`config.mk`:
```
export PLATFORM = sky130hd
export DESIGN_NAME = ceespu_dmem_bridge
export DESIGN_NICKNAME = d
export VERILOG_FILES = /design/src/rtl/ceespu_pkg.sv /design/src/rtl/ceespu_load_align.sv /design/src/rtl/ceespu_dmem_bridge.sv
export SDC_FILE = /design/constraint.sdc
export NUM_CORES = 1
export LEC_CHECK = 0
export ABC_AREA = 1
export BUFFER_PORTS_ARGS = -buffer_cell sky130_fd_sc_hd__buf_4
export CAP_MARGIN = 40
export CORE_UTILIZATION = 44
export DETAILED_ROUTE_END_ITERATION = 10
export GPL_TIMING_DRIVEN = 0
export PLACE_DENSITY = 0.77
export SETUP_SLACK_MARGIN = 0.4
export SLEW_MARGIN = 30
export SYNTH_ARGS = -nofsm -noshare
export SYNTH_HDL_FRONTEND = slang
export SYNTH_SLANG_ARGS = --single-unit
export TNS_END_PERCENT = 1
```
`constraint.sdc`:
```
create_clock -name I_clk -period 1.4 [get_ports I_clk]
set_input_delay 0.21 -clock I_clk [delete_from_list [all_inputs] [get_ports I_clk]]
set_output_delay 0.21 -clock I_clk [all_outputs]
set_load 0.02 [all_outputs]
```
`src/rtl/ceespu_pkg.sv`:
```
// Shared data-memory definitions: access size codes used by execute/writeback and the
// bus bridge FSM state encoding.
package ceespu_pkg;

  localparam logic [1:0] MEM_WORD = 2'd0;
  localparam logic [1:0] MEM_HALF = 2'd1;
  localparam logic [1:0] MEM_BYTE = 2'd2;

  typedef enum logic {
    StIdle = 1'b0,
    StBus  = 1'b1
  } bus_state_e;

endpackage

```
`src/rtl/ceespu_load_align.sv`:
```
// Lane extraction and sign/zero extension of a raw bus word for a load of word, half or byte
// size. Purely combinational; also used by the writeback stage.
module ceespu_load_align
  import ceespu_pkg::*;
(
  input  logic [31:0] rdata_i,
  input  logic [1:0]  offset_i,
  input  logic [2:0]  sel_mem_i,
  output logic [31:0] data_o
);

  logic [15:0] half_lane;
  logic [7:0]  byte_lane;
  logic        zext;

  always_comb begin
    zext      = sel_mem_i[2];
    half_lane = offset_i[1] ? rdata_i[31:16] : rdata_i[15:0];
    unique case (offset_i)
      2'd0:    byte_lane = rdata_i[7:0];
      2'd1:    byte_lane = rdata_i[15:8];
      2'd2:    byte_lane = rdata_i[23:16];
      default: byte_lane = rdata_i[31:24];
    endcase

    // Size code 3 is not a legal access size; it falls back to a full word.
    case (sel_mem_i[1:0])
      MEM_HALF: data_o = {{16{~zext & half_lane[15]}}, half_lane};
      MEM_BYTE: data_o = {{24{~zext & byte_lane[7]}}, byte_lane};
      default:  data_o = rdata_i;
    endcase
  end

endmodule

```
`src/rtl/ceespu_dmem_bridge.sv`:
```
// Data-memory bridge: turns one execute-stage memory request into a single-beat req/ack bus
// cycle, stalls the pipeline until completion, and returns aligned load data or a timeout error.
module ceespu_dmem_bridge
  import ceespu_pkg::*;
#(
  parameter int unsigned ADDR_W  = 32,
  parameter int unsigned TIMEOUT = 255
) (
  input  logic              I_clk,
  input  logic              I_rst,
  input  logic              I_memE,
  input  logic [3:0]        I_memWe,
  input  logic [31:0]       I_address,
  input  logic [31:0]       I_storeData,
  input  logic [2:0]        I_selMem,
  output logic              O_busy,
  output logic [31:0]       O_loadData,
  output logic              O_loadValid,
  output logic              O_error,
  output logic              O_busCyc,
  output logic              O_busWe,
  output logic [3:0]        O_busSel,
  output logic [ADDR_W-3:0] O_busAddr,
  output logic [31:0]       O_busWdata,
  input  logic [31:0]       I_busRdata,
  input  logic              I_busAck
);

  localparam logic [7:0] CntLast = 8'(TIMEOUT - 1);

  bus_state_e        state_q, state_d;
  logic [7:0]        cnt_q, cnt_d;
  logic [ADDR_W-1:0] addr_q, addr_d;
  logic [2:0]        sel_mem_q, sel_mem_d;
  logic [31:0]       wdata_q, wdata_d;
  logic [3:0]        sel_q, sel_d;
  logic              we_q, we_d;
  logic [31:0]       ldata_q, ldata_d;
  logic              lvalid_q, lvalid_d;
  logic              err_q, err_d;
  logic [31:0]       aligned;

  ceespu_load_align u_load_align (
    .rdata_i   (I_busRdata),
    .offset_i  (addr_q[1:0]),
    .sel_mem_i (sel_mem_q),
    .data_o    (aligned)
  );

  always_comb begin
    state_d   = state_q;
    cnt_d     = cnt_q;
    addr_d    = addr_q;
    sel_mem_d = sel_mem_q;
    wdata_d   = wdata_q;
    sel_d     = sel_q;
    we_d      = we_q;
    ldata_d   = ldata_q;
    lvalid_d  = 1'b0;
    err_d     = 1'b0;
    O_busy    = 1'b0;

    case (state_q)
      StIdle: begin
        O_busy = I_memE;
        if (I_memE) begin
          state_d   = StBus;
          cnt_d     = 8'd0;
          addr_d    = I_address[ADDR_W-1:0];
          sel_mem_d = I_selMem;
          wdata_d   = I_storeData;
          we_d      = |I_memWe;
          sel_d     = (|I_memWe) ? I_memWe : 4'hF;
        end
      end
      StBus: begin
        // Stall drops in the completion cycle so the pipeline advances on the ending edge.
        O_busy = ~I_busAck & (cnt_q != CntLast);
        if (I_busAck) begin
          state_d = StIdle;
          if (!we_q) begin
            lvalid_d = 1'b1;
            ldata_d  = aligned;
          end
        end else if (cnt_q == CntLast) begin
          state_d = StIdle;
          err_d   = 1'b1;
          if (!we_q) begin
            lvalid_d = 1'b1;
            ldata_d  = 32'd0;
          end
        end else begin
          cnt_d = cnt_q + 8'd1;
        end
      end
      default: state_d = StIdle;
    endcase
  end

  always_ff @(posedge I_clk) begin
    if (I_rst) begin
      state_q   <= StIdle;
      cnt_q     <= 8'd0;
      addr_q    <= '0;
      sel_mem_q <= 3'd0;
      wdata_q   <= 32'd0;
      sel_q     <= 4'd0;
      we_q      <= 1'b0;
      ldata_q   <= 32'd0;
      lvalid_q  <= 1'b0;
      err_q     <= 1'b0;
    end else begin
      state_q   <= state_d;
      cnt_q     <= cnt_d;
      addr_q    <= addr_d;
      sel_mem_q <= sel_mem_d;
      wdata_q   <= wdata_d;
      sel_q     <= sel_d;
      we_q      <= we_d;
      ldata_q   <= ldata_d;
      lvalid_q  <= lvalid_d;
      err_q     <= err_d;
    end
  end

  assign O_busCyc    = (state_q == StBus);
  assign O_busWe     = we_q;
  assign O_busSel    = sel_q;
  assign O_busAddr   = addr_q[ADDR_W-1:2];
  assign O_busWdata  = wdata_q;
  assign O_loadData  = ldata_q;
  assign O_loadValid = lvalid_q;
  assign O_error     = err_q;

endmodule

```
[Yosys cells after proc, flatten, opt, wreduce, memory -nomap -nowiden]
Index checks and enable logic that the tools add are counted.
Word-level totals
  flip-flop bits (word level): 115
  memory bits (read-only): 0
  word-level logic and storage cells: 56
  output and inout bits: 103
  input bits: 107
  memories kept: 0
  bits in latches: 0
  memory bits (writable): 0
Cells by class
  add/sub/neg operators: 1
  bitwise operators: 7
  equality and inequality tests: 9
  mux-type cells: 21
  reduce and logical (&&, ||, !) cells: 8
  shifts and indexed selects: 0
  order comparisons: 0
  divide/modulo/power cells: 0
  multiply operators: 0
Operators with widths (count)
  $mux 32: 4
  $pmux 32 s2: 1
  $mux 8: 3
  $pmux 8 s3: 1
  $mux 16: 1
  $pmux 8 s2: 1
  $add 8x1->8 const B: 1
  $eq 8x8->1 const B: 1
  $ne 8x8->1 const B: 1
  $mux 1: 7
  $ne 2x2->1 const B: 3
  $reduce_and 3->1: 2
  $eq 2x1->1 const B: 2
  $eq 2x2->1 const B: 2
  $mux 4: 1
  $not 1->1: 4
  $pmux 1 s2: 2
  $reduce_or 4->1: 1
  $and 1x1->1: 3
  $reduce_or 3->1: 1
  $logic_not 2->1: 1
  $reduce_and 2->1: 1
  $reduce_bool 2->1: 1
  $reduce_or 2->1: 1

[Longest topological paths before layout]
Gate-level depths: netlist of run 1.
  depth after elaboration: 6
  gate-level depth with buffers: 10
  gate-level depth less buffers: 10

[By module]
Synthesis of run 1 repeated with hierarchy kept, for this count alone.
Unflattened totals
  cell total of the unflattened synthesis: 755
  area total of the unflattened synthesis: 5278.8 µm²
By module, submodules not included
  ceespu_dmem_bridge: seq. area each 2302.2 µm², cells each 578, area an instance 4501.8 µm², instances 1
  ceespu_load_align: seq. area each 0.0 µm², cells each 177, area an instance 777.0 µm², instances 1

[Worst setup path before layout of run 1]
Ideal clock, no wire load.
  kind: register -> register
  start: register sel_mem_q[0]
  end: register ldata_q[23] (netlist: O_loadData[23])
  data required time: 1330 ps
  arrival time: 1433 ps
  path slack: -103 ps
  path buffers: 2
  clock period less this slack: 1503 ps
  stages on the path, launching flop included: 10
  library setup time: 70 ps
  cell sequence: dfxtp_1 -> inv_1 -> ha_1 -> buf_2 -> inv_1 -> buf_2 -> nor2_1 -> nor2_1 -> nand2_2 -> a21oi_2
Between the ends
  longest elaborated chain between the ends: 4
  elaborated cells on any way between the ends: 5
  classes of those cells: 2 x eq/ne; 3 x mux
Ends and longest elaborated chain
  start, declared: line ceespu_dmem_bridge.sv:34  | logic [2:0] sel_mem_q, sel_mem_d;
  start signal, assigned: line ceespu_dmem_bridge.sv:116  | sel_mem_q <= sel_mem_d;
  $eq 2x2->1 / $eq 2x1->1 (equally long branches): line ceespu_load_align.sv:27  | case (sel_mem_i[1:0])
  $pmux 32 s2 (*): line ceespu_load_align.sv:27
  $mux 32 (*): line ceespu_dmem_bridge.sv:81  | if (!we_q) begin
  $mux 32 (*): line ceespu_dmem_bridge.sv:79  | if (I_busAck) begin
  end signal, assigned: line ceespu_dmem_bridge.sv:120  | ldata_q <= ldata_d;
  end, declared: line ceespu_dmem_bridge.sv:38  | logic [31:0] ldata_q, ldata_d;
Mark *: on every way between the ends. The rest lies on a longest branch, timed or not. The select of a mux whose other input is x is not followed.
A chain may end at the register's enable or synchronous reset.

[Worst setup path in the final report of run 1]
  start: register cnt_q[0]
  end: output O_busy
Between the ends
  longest elaborated chain between the ends: 3
Ends and longest elaborated chain
  start, declared: line ceespu_dmem_bridge.sv:32  | logic [7:0] cnt_q, cnt_d;
  start signal, assigned: line ceespu_dmem_bridge.sv:114  | cnt_q <= cnt_d;
  $ne 8x8->1: line ceespu_dmem_bridge.sv:78  | O_busy = ~I_busAck & (cnt_q != CntLast);
  $and 1x1->1: line ceespu_dmem_bridge.sv:78
  $pmux 1 s2: line ceespu_dmem_bridge.sv:63  | case (state_q)
  end, declared: line ceespu_dmem_bridge.sv:16  | output logic O_busy,
Every way passes these cells.

==> out/qor.yml, run 1 <==
cts_tree: "done"
max_stage_delay_ps: 340
dpl.hpwl_microns: 11700
syn_area_sq_mm: 0.00522
die_width_microns: 111
yosysSeqAreaShare_pct: 44.1
max_clock_freq_mhz: 571
yosys.area.top_type: "dfxtp_1"
holdCritPathClass: "input port to flop"
cp_data_arrival_time_ps: 1540
fin_skew_ps: 11.2
io_buffers: 209
netlist_instances: 726
clock-sinks: 115
netlist.area_leader.share_pct: 44.1
crit_fanout: 2
power_density_mw_per_mm2: 1220
fillers: 842
final-setup-viol-count: 34
grt_overflow: 0
end_kind: "primary output"
drt_iter0_drc: 233
dp_cells: 1078
path_buf_inv: 4
synth.area.top_cells: "dfxtp_1, nor2_1, nand2_1"
drv_slew: 0
cp.required_ps: 1190
critPathLaunchType: "flop"
leakagePower_nw: 3.89
vdd_drop_max_v: 0.000923
die_area_sq_mm: 0.0123
gp_congestion: 0.903
first_pass_iters: 4
num_rows: 39
tightest_slew_ps: 642
stdcell_count: 1120
period_minus_slack_ps: 1750
numCtsBuffers: 17
setup_slack_ps: -351
layout.nets: 1075
pin_count: 210
violations: "setup timing"
yosys_warnings: 0
drtAntennaViolNets: 0
drive_above_1_share_pct: 46.8
max_cap_viol_count: 0
crit_chain: "inv_2 > ha_2 > and3_4 > nand2_4 > nand2_4 > inv_4 > nor2_4 > inv_2 > buf_6"
slowest_stage: "dfxtp_4"
syn-num-nets: 837
power_mw: 10.3
clock_latency_ps: 420
status: "finished with violations"
n_antenna_cell: 0
fp.dieH_microns: 111
drt_wl_total_microns: 17000
synth_cell_types: 34
core_area_sq_mm: 0.0115
remaining_drc_errors: 0
dr_total_vias: 5458
htreeDepth: 4
hold_violations: 0
worstSetupPathType: "flop to primary output"
clockBufferDepth: 2
grt_use_total_pct: 28.2
grt_pass1_wl_microns: 27000
area_delta_synth_final_pct: 61.9
vias_per_cell: 4.87
grt_setup_unrepaired: "yes"
clkSlewWorstSetupHoldPaths_ps: 60
yosys_register_bits: 115
first_global_vias: 5467
max-slew-margin-rel_pct: 57.2
crit_family: "simple AND/OR/NAND/NOR gates"
initial_utilization_pct: 45.5
period_share_pct: 125
syn_avg_cell_area_sq_um: 7.19
wire_per_inst_microns: 15.2
grt_max_degree: 17
antenna_found_initial: 0
root_buffer: "clkbuf_16"
[metal layers]
layer	vias to the layer above	global-route usage (%)	routed length (microns)
met1	2468	30.1	6710
met4	0	10.0	278
met3	19	12.7	1620
met2	208	48.8	8390
met5	-	0	0
li1	2763	-	-
[worst min-delay path, cell delays in order]
cell and delay (ps):
buf_4 80, o21ai_1 60, nor2_1 70
[area by class of cell]
class	instances	area [sq um]	share of cell area [%]
multi-input combinational	496	2450	29.0
sequential	115	2400	28.4
timing repair buffer	219	1950	23.0
buffer	73	701	8.29
clock buffer	22	464	5.49
tap	143	179	2.12
inverter	42	175	2.07
clock inverter	10	131	1.55
[report_power, final]
part	internal, mW	switching (mW)
clock	2.87	1.51
combinational	1.10	1.16
sequential	3.52	0.155
total	7.50	2.83
[final timing paths]
kind                          startpoint                           to  slack [ps]  cells past startpoint
max                cnt_q[0]$_SDFFE_PP0P_                       O_busy        -350                      9
min                        I_address[29]      addr_q[29]$_SDFFE_PP0P_          20                      3
max reg2reg        cnt_q[0]$_SDFFE_PP0P_  O_loadData[26]$_SDFFE_PP0P_        -140                     10
min reg2reg  O_loadData[18]$_SDFFE_PP0P_  O_loadData[18]$_SDFFE_PP0P_         460                      2
[Yosys cell counts, drive strengths merged]
| master | n |
|---|---|
| nor3 | 2 |
| nor2 | 171 |
| ha | 4 |
| buf | 47 |
| or2 | 1 |
| nand3 | 19 |
| and3 | 1 |
| dfxtp | 115 |
| nand2 | 137 |
| clkbuf | 26 |
| o221ai | 4 |
| nand3b | 2 |
| nor4 | 1 |
| a21oi | 61 |
| xnor2 | 1 |
| nand4 | 1 |
| o21ai | 90 |
| inv | 42 |
| o21bai | 1 |
[cell families (layout without fill, tap and decap cells)]
group	after synthesis	count (layout)	share of synthesized area, %
simple gates	335	335	27.0
compound gates	156	156	16.1
flops	115	115	44.1
buf+inv	115	366	11.7
fa+ha+maj	4	4	0.959
xor+xnor	1	1	0.168
[registers in the layout (all words and copies together), names as in the netlist]
signal	flops
O_busCyc	1
addr_q	32
O_loadData	32
O_loadValid	1
cnt_q	8
O_busWdata	32
O_busWe	1
O_busSel	4
sel_mem_q	3
O_error	1
[stage by stage]
| stage | hold slack (ps) | setup TNS [ps] | utilization [%] | setup WS, ps | cell area, sq um |
|---|---|---|---|---|---|
| 2_1_floorplan | 289 | 0 | - | 98.5 | 5330 |
| 3_3_place_gp | 430 | -1670 | 61.7 | -107 | 7080 |
| 3_5_place_dp | 433 | -3660 | 61.7 | -133 | 7080 |
| 4_1_cts | 21.8 | -3960 | 72.8 | -387 | 8350 |
| 5_1_grt | 43.0 | -7140 | 73.7 | -427 | 8450 |
| 6_report | 20.9 | -4030 | 73.7 | -351 | 8450 |
[cells in the final DEF (no fill, tap or decap), types with 5 or more instances in the layout]
cell and instances:
a21oi_2 13, clkbuf_16 17, inv_1 34, o21ai_0 51
buf_6 129, nand2_1 107, dfxtp_1 39, o21ai_1 31
dfxtp_2 73, nor2_1 167, nand2_4 7, nand2_2 23
a21oi_1 48, clkinv_2 5, clkbuf_1 14, o21ai_2 8
nand3_1 15, buf_4 142
[timing repair]
action                                  CTS  global route
pin swaps                                 5             7
gates cloned                              1             0
endpoints found under the setup margin  218           218
hold endpoints to repair                  1             0
hold buffers                              1             0
resized for setup                       236            63
buffers inserted                          7             1
Power figures use the tool's default switching activity.
==> inputs of run 2 (changes only) <==
Settings changed: REMOVE_ABC_BUFFERS set to 1.
==> run 2 against run 1 <==
Worst hold slack improved by 6.3 ps. Largest cell class is now multi-input combinational cells. Clock skew fell by 4.4 ps. Maximum frequency fell by 1.1%. Clock power fell by 5.2%. Non-clock buffer count fell by 61. Design area fell by 4.2%. Register-to-register slack got worse by 60 ps. The run still ends with setup timing left.
==> out/qor.yml, run 2 (synthesis gave the netlist of run 1 again) <==
status: "finished with violations"
violations: "setup timing"
dpl.hpwl_microns: 9650
path_buf_inv: 3
root_buffer: "clkbuf_16"
numCtsBuffers: 17
clock_latency_ps: 420
holdCritPathClass: "input port to flop"
critPathLaunchType: "flop"
pin_count: 210
first_global_vias: 5256
reg2regPathDepth: 8
final-setup-viol-count: 68
max_stage_delay_ps: 370
period_share_pct: 126
initial_utilization_pct: 45.5
dr_total_vias: 5494
crit_chain: "nand2_4 > nor3_4 > nand2_4 > nand2_4 > inv_4 > nor2_4 > inv_2 > buf_6"
timing.hold.ws_ps: 27.2
clockBufferDepth: 2
hold_depth: 3
rrSetupSlack_ps: -200
crit_fanout: 3
power_density_mw_per_mm2: 1230
grt_pass1_wl_microns: 26800
grt_max_degree: 78
drt_wl_total_microns: 17600
drv_slew: 0
area_delta_synth_final_pct: 55.1
tightest_slew_ps: 671
dp_cells: 1008
cp_data_arrival_time_ps: 1560
drive_above_1_share_pct: 42.4
die_area_sq_mm: 0.0123
grt_setup_unrepaired: "yes"
crit_path_frequent_cell: "nand2_4"
grt_overflow: 0
vdd_drop_max_v: 0.00108
max-slew-margin-rel_pct: 55.3
vias_per_cell: 5.14
slowest_stage: "dfxtp_4"
worst-path-stages: 8
end_kind: "primary output"
num_rows: 39
leakagePower_nw: 3.65
wire_per_inst_microns: 16.5
die_width_microns: 111
antenna_found_initial: 0
gp_congestion: 0.788
grt_use_total_pct: 27.9
max_cap_viol_count: 0
setup_slack_ps: -370
final_common_cell: "nor2_1"
fin_skew_ps: 6.79
cp.required_ps: 1190
remaining_drc_errors: 0
core_area_sq_mm: 0.0115
fp.dieH_microns: 111
drtAntennaViolNets: 0
stdcell_count: 1068
period_minus_slack_ps: 1770
crit_family: "simple AND/OR/NAND/NOR gates"
io_buffers: 209
first_pass_iters: 5
layout.nets: 1024
clkSlewWorstSetupHoldPaths_ps: 60
fillers: 880
n_antenna_cell: 0
drt_iter0_drc: 328
final_cell_mix: "nor2_1, buf_4, nand2_1, buf_6, o21ai_0"
clock-sinks: 115
max_clock_freq_mhz: 565
cts_tree: "done"
hold_violations: 0
htreeDepth: 4
worstSetupPathType: "flop to primary output"
[run 2: final cells by class]
class	count	area (sq um)	share of cell area, %
clock inverters	11	113	1.39
multi-input cells	505	2590	32.0
well taps	143	179	2.21
repair inverters	1	20.0	0.247
clock buffers	20	447	5.52
repair buffers	231	2170	26.8
inverters	42	186	2.30
flip-flops and latches	115	2390	29.6
[run 2: worst paths after layout]
check                        start                          end
min reg2reg  cnt_q[5]$_SDFFE_PP0P_        cnt_q[5]$_SDFFE_PP0P_
max reg2reg    O_busCyc$_SDFF_PP0_  O_loadData[11]$_SDFFE_PP0P_
max          cnt_q[3]$_SDFFE_PP0P_                       O_busy
min                I_storeData[13]  O_busWdata[13]$_SDFFE_PP0P_
[run 2: timing repair]
action / 4_1_cts / 5_1_grt
gates cloned: 7 / 3
setup endpoints to repair: 218 / 218
buffers inserted: 13 / 5
hold buffers: 1 / 0
endpoints found under the hold margin: 1 / 0
pin swaps: 10 / 11
resized for setup: 169 / 57
[run 2: per-layer routing]
metal | wire length [microns] | vias to the layer above | global-route usage, %
met4 | 730 | 0 | 16.5
met3 | 1530 | 56 | 8.91
li1 | - | 2674 | -
met1 | 6870 | 2499 | 31.4
met2 | 8440 | 265 | 46.1
met5 | 0 | - | 0
[run 2: power breakdown]
part           leakage, nW  internal [mW]  switching [mW]
sequential           0.968           3.52           0.174
combinational         2.41          0.957            1.16
clock                0.271           2.63            1.54
[run 2: stage by stage]
stage | cell area (sq um) | TNS [ps] | power, mW | utilization, % | setup slack, ps
6_report | 8100 | -6140 | 9.97 | 70.6 | -370
3_3_place_gp | 6520 | -143060 | 5.35 | 56.8 | -1840
5_1_grt | 8100 | -12350 | 10.3 | 70.6 | -418
3_5_place_dp | 6560 | -66880 | 5.39 | 57.2 | -973
2_1_floorplan | 4770 | -64810 | 4.58 | - | -917
4_1_cts | 7890 | -3360 | 9.89 | 68.8 | -346
[run 2: worst register-to-register path, cell delays in order (launching register included)]
cell and delay [ps]:
dfxtp_4 360, clkinvlp_4 170, buf_4 190, buf_8 160, nor2_4 130, buf_12 150
nand2_8 130, nand2_1 100, a21oi_1 70
==> inputs of run 3 (changes only) <==
Settings changed: PLACE_DENSITY 0.77 to 0.8, SYNTH_HIERARCHICAL set to 1.
==> run 3 against run 2 <==
The flow finishes with violations (DRC, setup timing). Clock-buffer cell count up 5. Synthesized cell count up 4.0%. Sequential share of layout area about the same. Worst setup slack better by 160 ps. Clock skew about the same. Die area up 1.1%. Global-route usage down 0.79 points. Clock power down 2%. Core utilization down 0.28 points. Combinational power about the same. Flip-flop and latch count unchanged. Design area up 0.45%. Critical endpoint unchanged.
==> out/qor.yml, run 3 <==
fin_skew_ps: 6.95
dp_slack_ps: -1270
power.share.clock_pct: 41.5
worst-path-stages: 8
numCtsBuffers: 17
synthFlopType: "dfxtp_1"
combPwrFrac_pct: 21.2
period_share_pct: 115
yosys_warnings: 6
netlist_instances: 755
power.internal_mw: 7.09
die_area_sq_mm: 0.0124
worstSetupPathType: "flop to primary output"
grt_overflow: 0
max_stage_delay_ps: 320
drt_iter0_drc: 429
max-slew-margin-rel_pct: 63.7
final_cell_mix: "nor2_1, nand2_1, buf_4, buf_6, o21ai_0"
cp_data_arrival_time_ps: 1400
crit_path_frequent_cell: "nand2_4"
remaining_drc_errors: 15
grt_use_total_pct: 27.1
yosys-top-cells-count: "nand2_1, nor2_1, dfxtp_1"
dr_total_vias: 5687
syn_area_sq_mm: 0.00528
pin_count: 210
n_antenna_cell: 0
fp.dieH_microns: 112
leakagePower_nw: 3.74
drive_above_1_share_pct: 41.5
crit_chain: "inv_2 > ha_4 > nand2_4 > nor2_4 > nand2_4 > nand2_8 > nand2_4 > buf_6"
hold_start: "I_memWe[3]"
path_buf_inv: 2
power_density_mw_per_mm2: 1210
gp_congestion: 0.878
synth_most_common_cell: "nand2_1"
layout.nets: 1051
final_common_cell: "nor2_1"
synth.area.top_cells: "dfxtp_1, nand2_1, nor2_1"
clockBufferDepth: 2
crit_family: "simple AND/OR/NAND/NOR gates"
hold_violations: 0
switchingPower_mw: 2.78
grt_pass1_wl_microns: 26200
clock-sinks: 115
first_global_vias: 5341
yosys_register_bits: 115
max_clock_freq_mhz: 623
timing.hold.ws_ps: 37.0
status: "finished with violations"
first_pass_iters: 9
drv_slew: 0
grt_max_degree: 73
clock_latency_ps: 410
async_reset_ff_share_pct: 0
drt_wl_total_microns: 17000
die_width_microns: 112
io_buffers: 209
syn_avg_cell_area_sq_um: 6.99
dpl.hpwl_microns: 9580
grt_setup_unrepaired: "yes"
cts_tree: "done"
cp.required_ps: 1190
drtAntennaViolNets: 0
startpoint: "cnt_q[0]$_SDFFE_PP0P_"
tightest_slew_ps: 545
hold_depth: 3
yosysSeqAreaShare_pct: 43.6
setup_slack_ps: -205
fin_setup_tns_ps: -2330
max_cap_viol_count: 0
pwr-share-seq_pct: 37.4
htreeDepth: 4
vias_per_cell: 5.20
reg2regPathDepth: 10
vdd_drop_max_v: 0.000947
power_mw: 9.87
antenna_found_initial: 0
crit_fanout: 2
initial_utilization_pct: 45.6
period_minus_slack_ps: 1610
wire_per_inst_microns: 15.6
num_rows: 39
slowest_stage: "dfxtp_2"
synth_edf_count: 0
area_delta_synth_final_pct: 54.0
rrSetupSlack_ps: -110
root_buffer: "clkbuf_16"
finish.utilization_pct: 70.3
switching_share_pct: 28.2
final-setup-viol-count: 37
r2r_start: "cnt_q[0]$_SDFFE_PP0P_"
synth_cell_types: 29
end_kind: "primary output"
core_area_sq_mm: 0.0116
clkSlewWorstSetupHoldPaths_ps: 50
yosys.area.top_type: "dfxtp_1"
violations: "DRC, setup timing"
netlist.area_leader.share_pct: 43.6
critPathLaunchType: "flop"
holdCritPathClass: "input port to flop"
[run 3: cell types whose count changed after synthesis, moves of 3 or more]
| cell | before | now |
|---|---|---|
| a21oi_1 | 51 | 65 |
| a21oi_2 | 10 | 0 |
| buf_6 | 4 | 8 |
| clkbuf_1 | 26 | 22 |
| inv_1 | 38 | 30 |
| nand2_1 | 120 | 170 |
| nand2_2 | 14 | 11 |
| nand2_4 | 3 | 6 |
| nand3_1 | 16 | 26 |
| nor2_1 | 169 | 162 |
| o21ai_0 | 86 | 72 |
| o221ai_1 | 4 | 0 |
[run 3: kinds of logic after synthesis]
kind of cell / after synthesis / synth area share, %
simple gates: 387 / 30.7
compound gates: 142 / 13.6
flops: 115 / 43.6
buf+inv: 107 / 11.2
fa+ha+maj: 4 / 0.948
[run 3: final timing paths]
check / end
worst max-delay path: O_busy
worst min register to register: O_loadData[19]$_SDFFE_PP0P_
worst min-delay path: O_busSel[3]$_SDFFE_PP0P_
worst max register to register: O_loadData[3]$_SDFFE_PP0P_
[run 3: per-layer routing]
| layer | wire (microns) | global-route usage [%] |
|---|---|---|
| met5 | 0 | 0 |
| met4 | 480 | 11.4 |
| met3 | 1810 | 11.8 |
| met2 | 8460 | 46.7 |
| met1 | 6260 | 28.9 |
[run 3: tightest hold or removal path, cell delays in order]
cell,delay [ps]
buf_4,80
o21ai_0,80
inv_1,50
[run 3: power groups by stage]
| stage | logic, mW | clock network [mW] | registers, mW |
|---|---|---|---|
| finish | 2.09 | 4.09 | 3.69 |
| global route | 2.25 | 4.32 | 3.71 |
| CTS | 1.98 | 4.14 | 3.68 |
| detailed placement | 1.68 | 0 | 3.69 |
| global placement | 1.66 | 0 | 3.68 |
| floorplan | 0.682 | 0 | 3.91 |
[run 3: final cells by class]
type,instances,area (sq um)
clock buffers,25,505
clock inverters,5,50.0
fillers,889,3430
inverters,36,174
multi-input cells,539,2670
flip-flops and latches,115,2400
well taps,143,179
repair buffers,231,2140
[run 3: stage by stage]
| stage | area [sq um] | std cells |
|---|---|---|
| after global routing | 8130 | 1094 |
| after detailed placement | 6610 | 1038 |
| after CTS | 7970 | 1087 |
| after floorplan | 4820 | 684 |
| final | 8130 | 1094 |
| after global placement | 6570 | 1036 |
[run 3: timing repair]
| action | CTS | global route |
|---|---|---|
| cloned | 4 | 2 |
| pin swaps | 9 | 16 |
| buffers inserted | 12 | 5 |
| resized for setup | 208 | 30 |
| setup endpoints to repair | 218 | 218 |
| endpoints found under the hold margin | 3 | 0 |
| hold buffers | 3 | 0 |
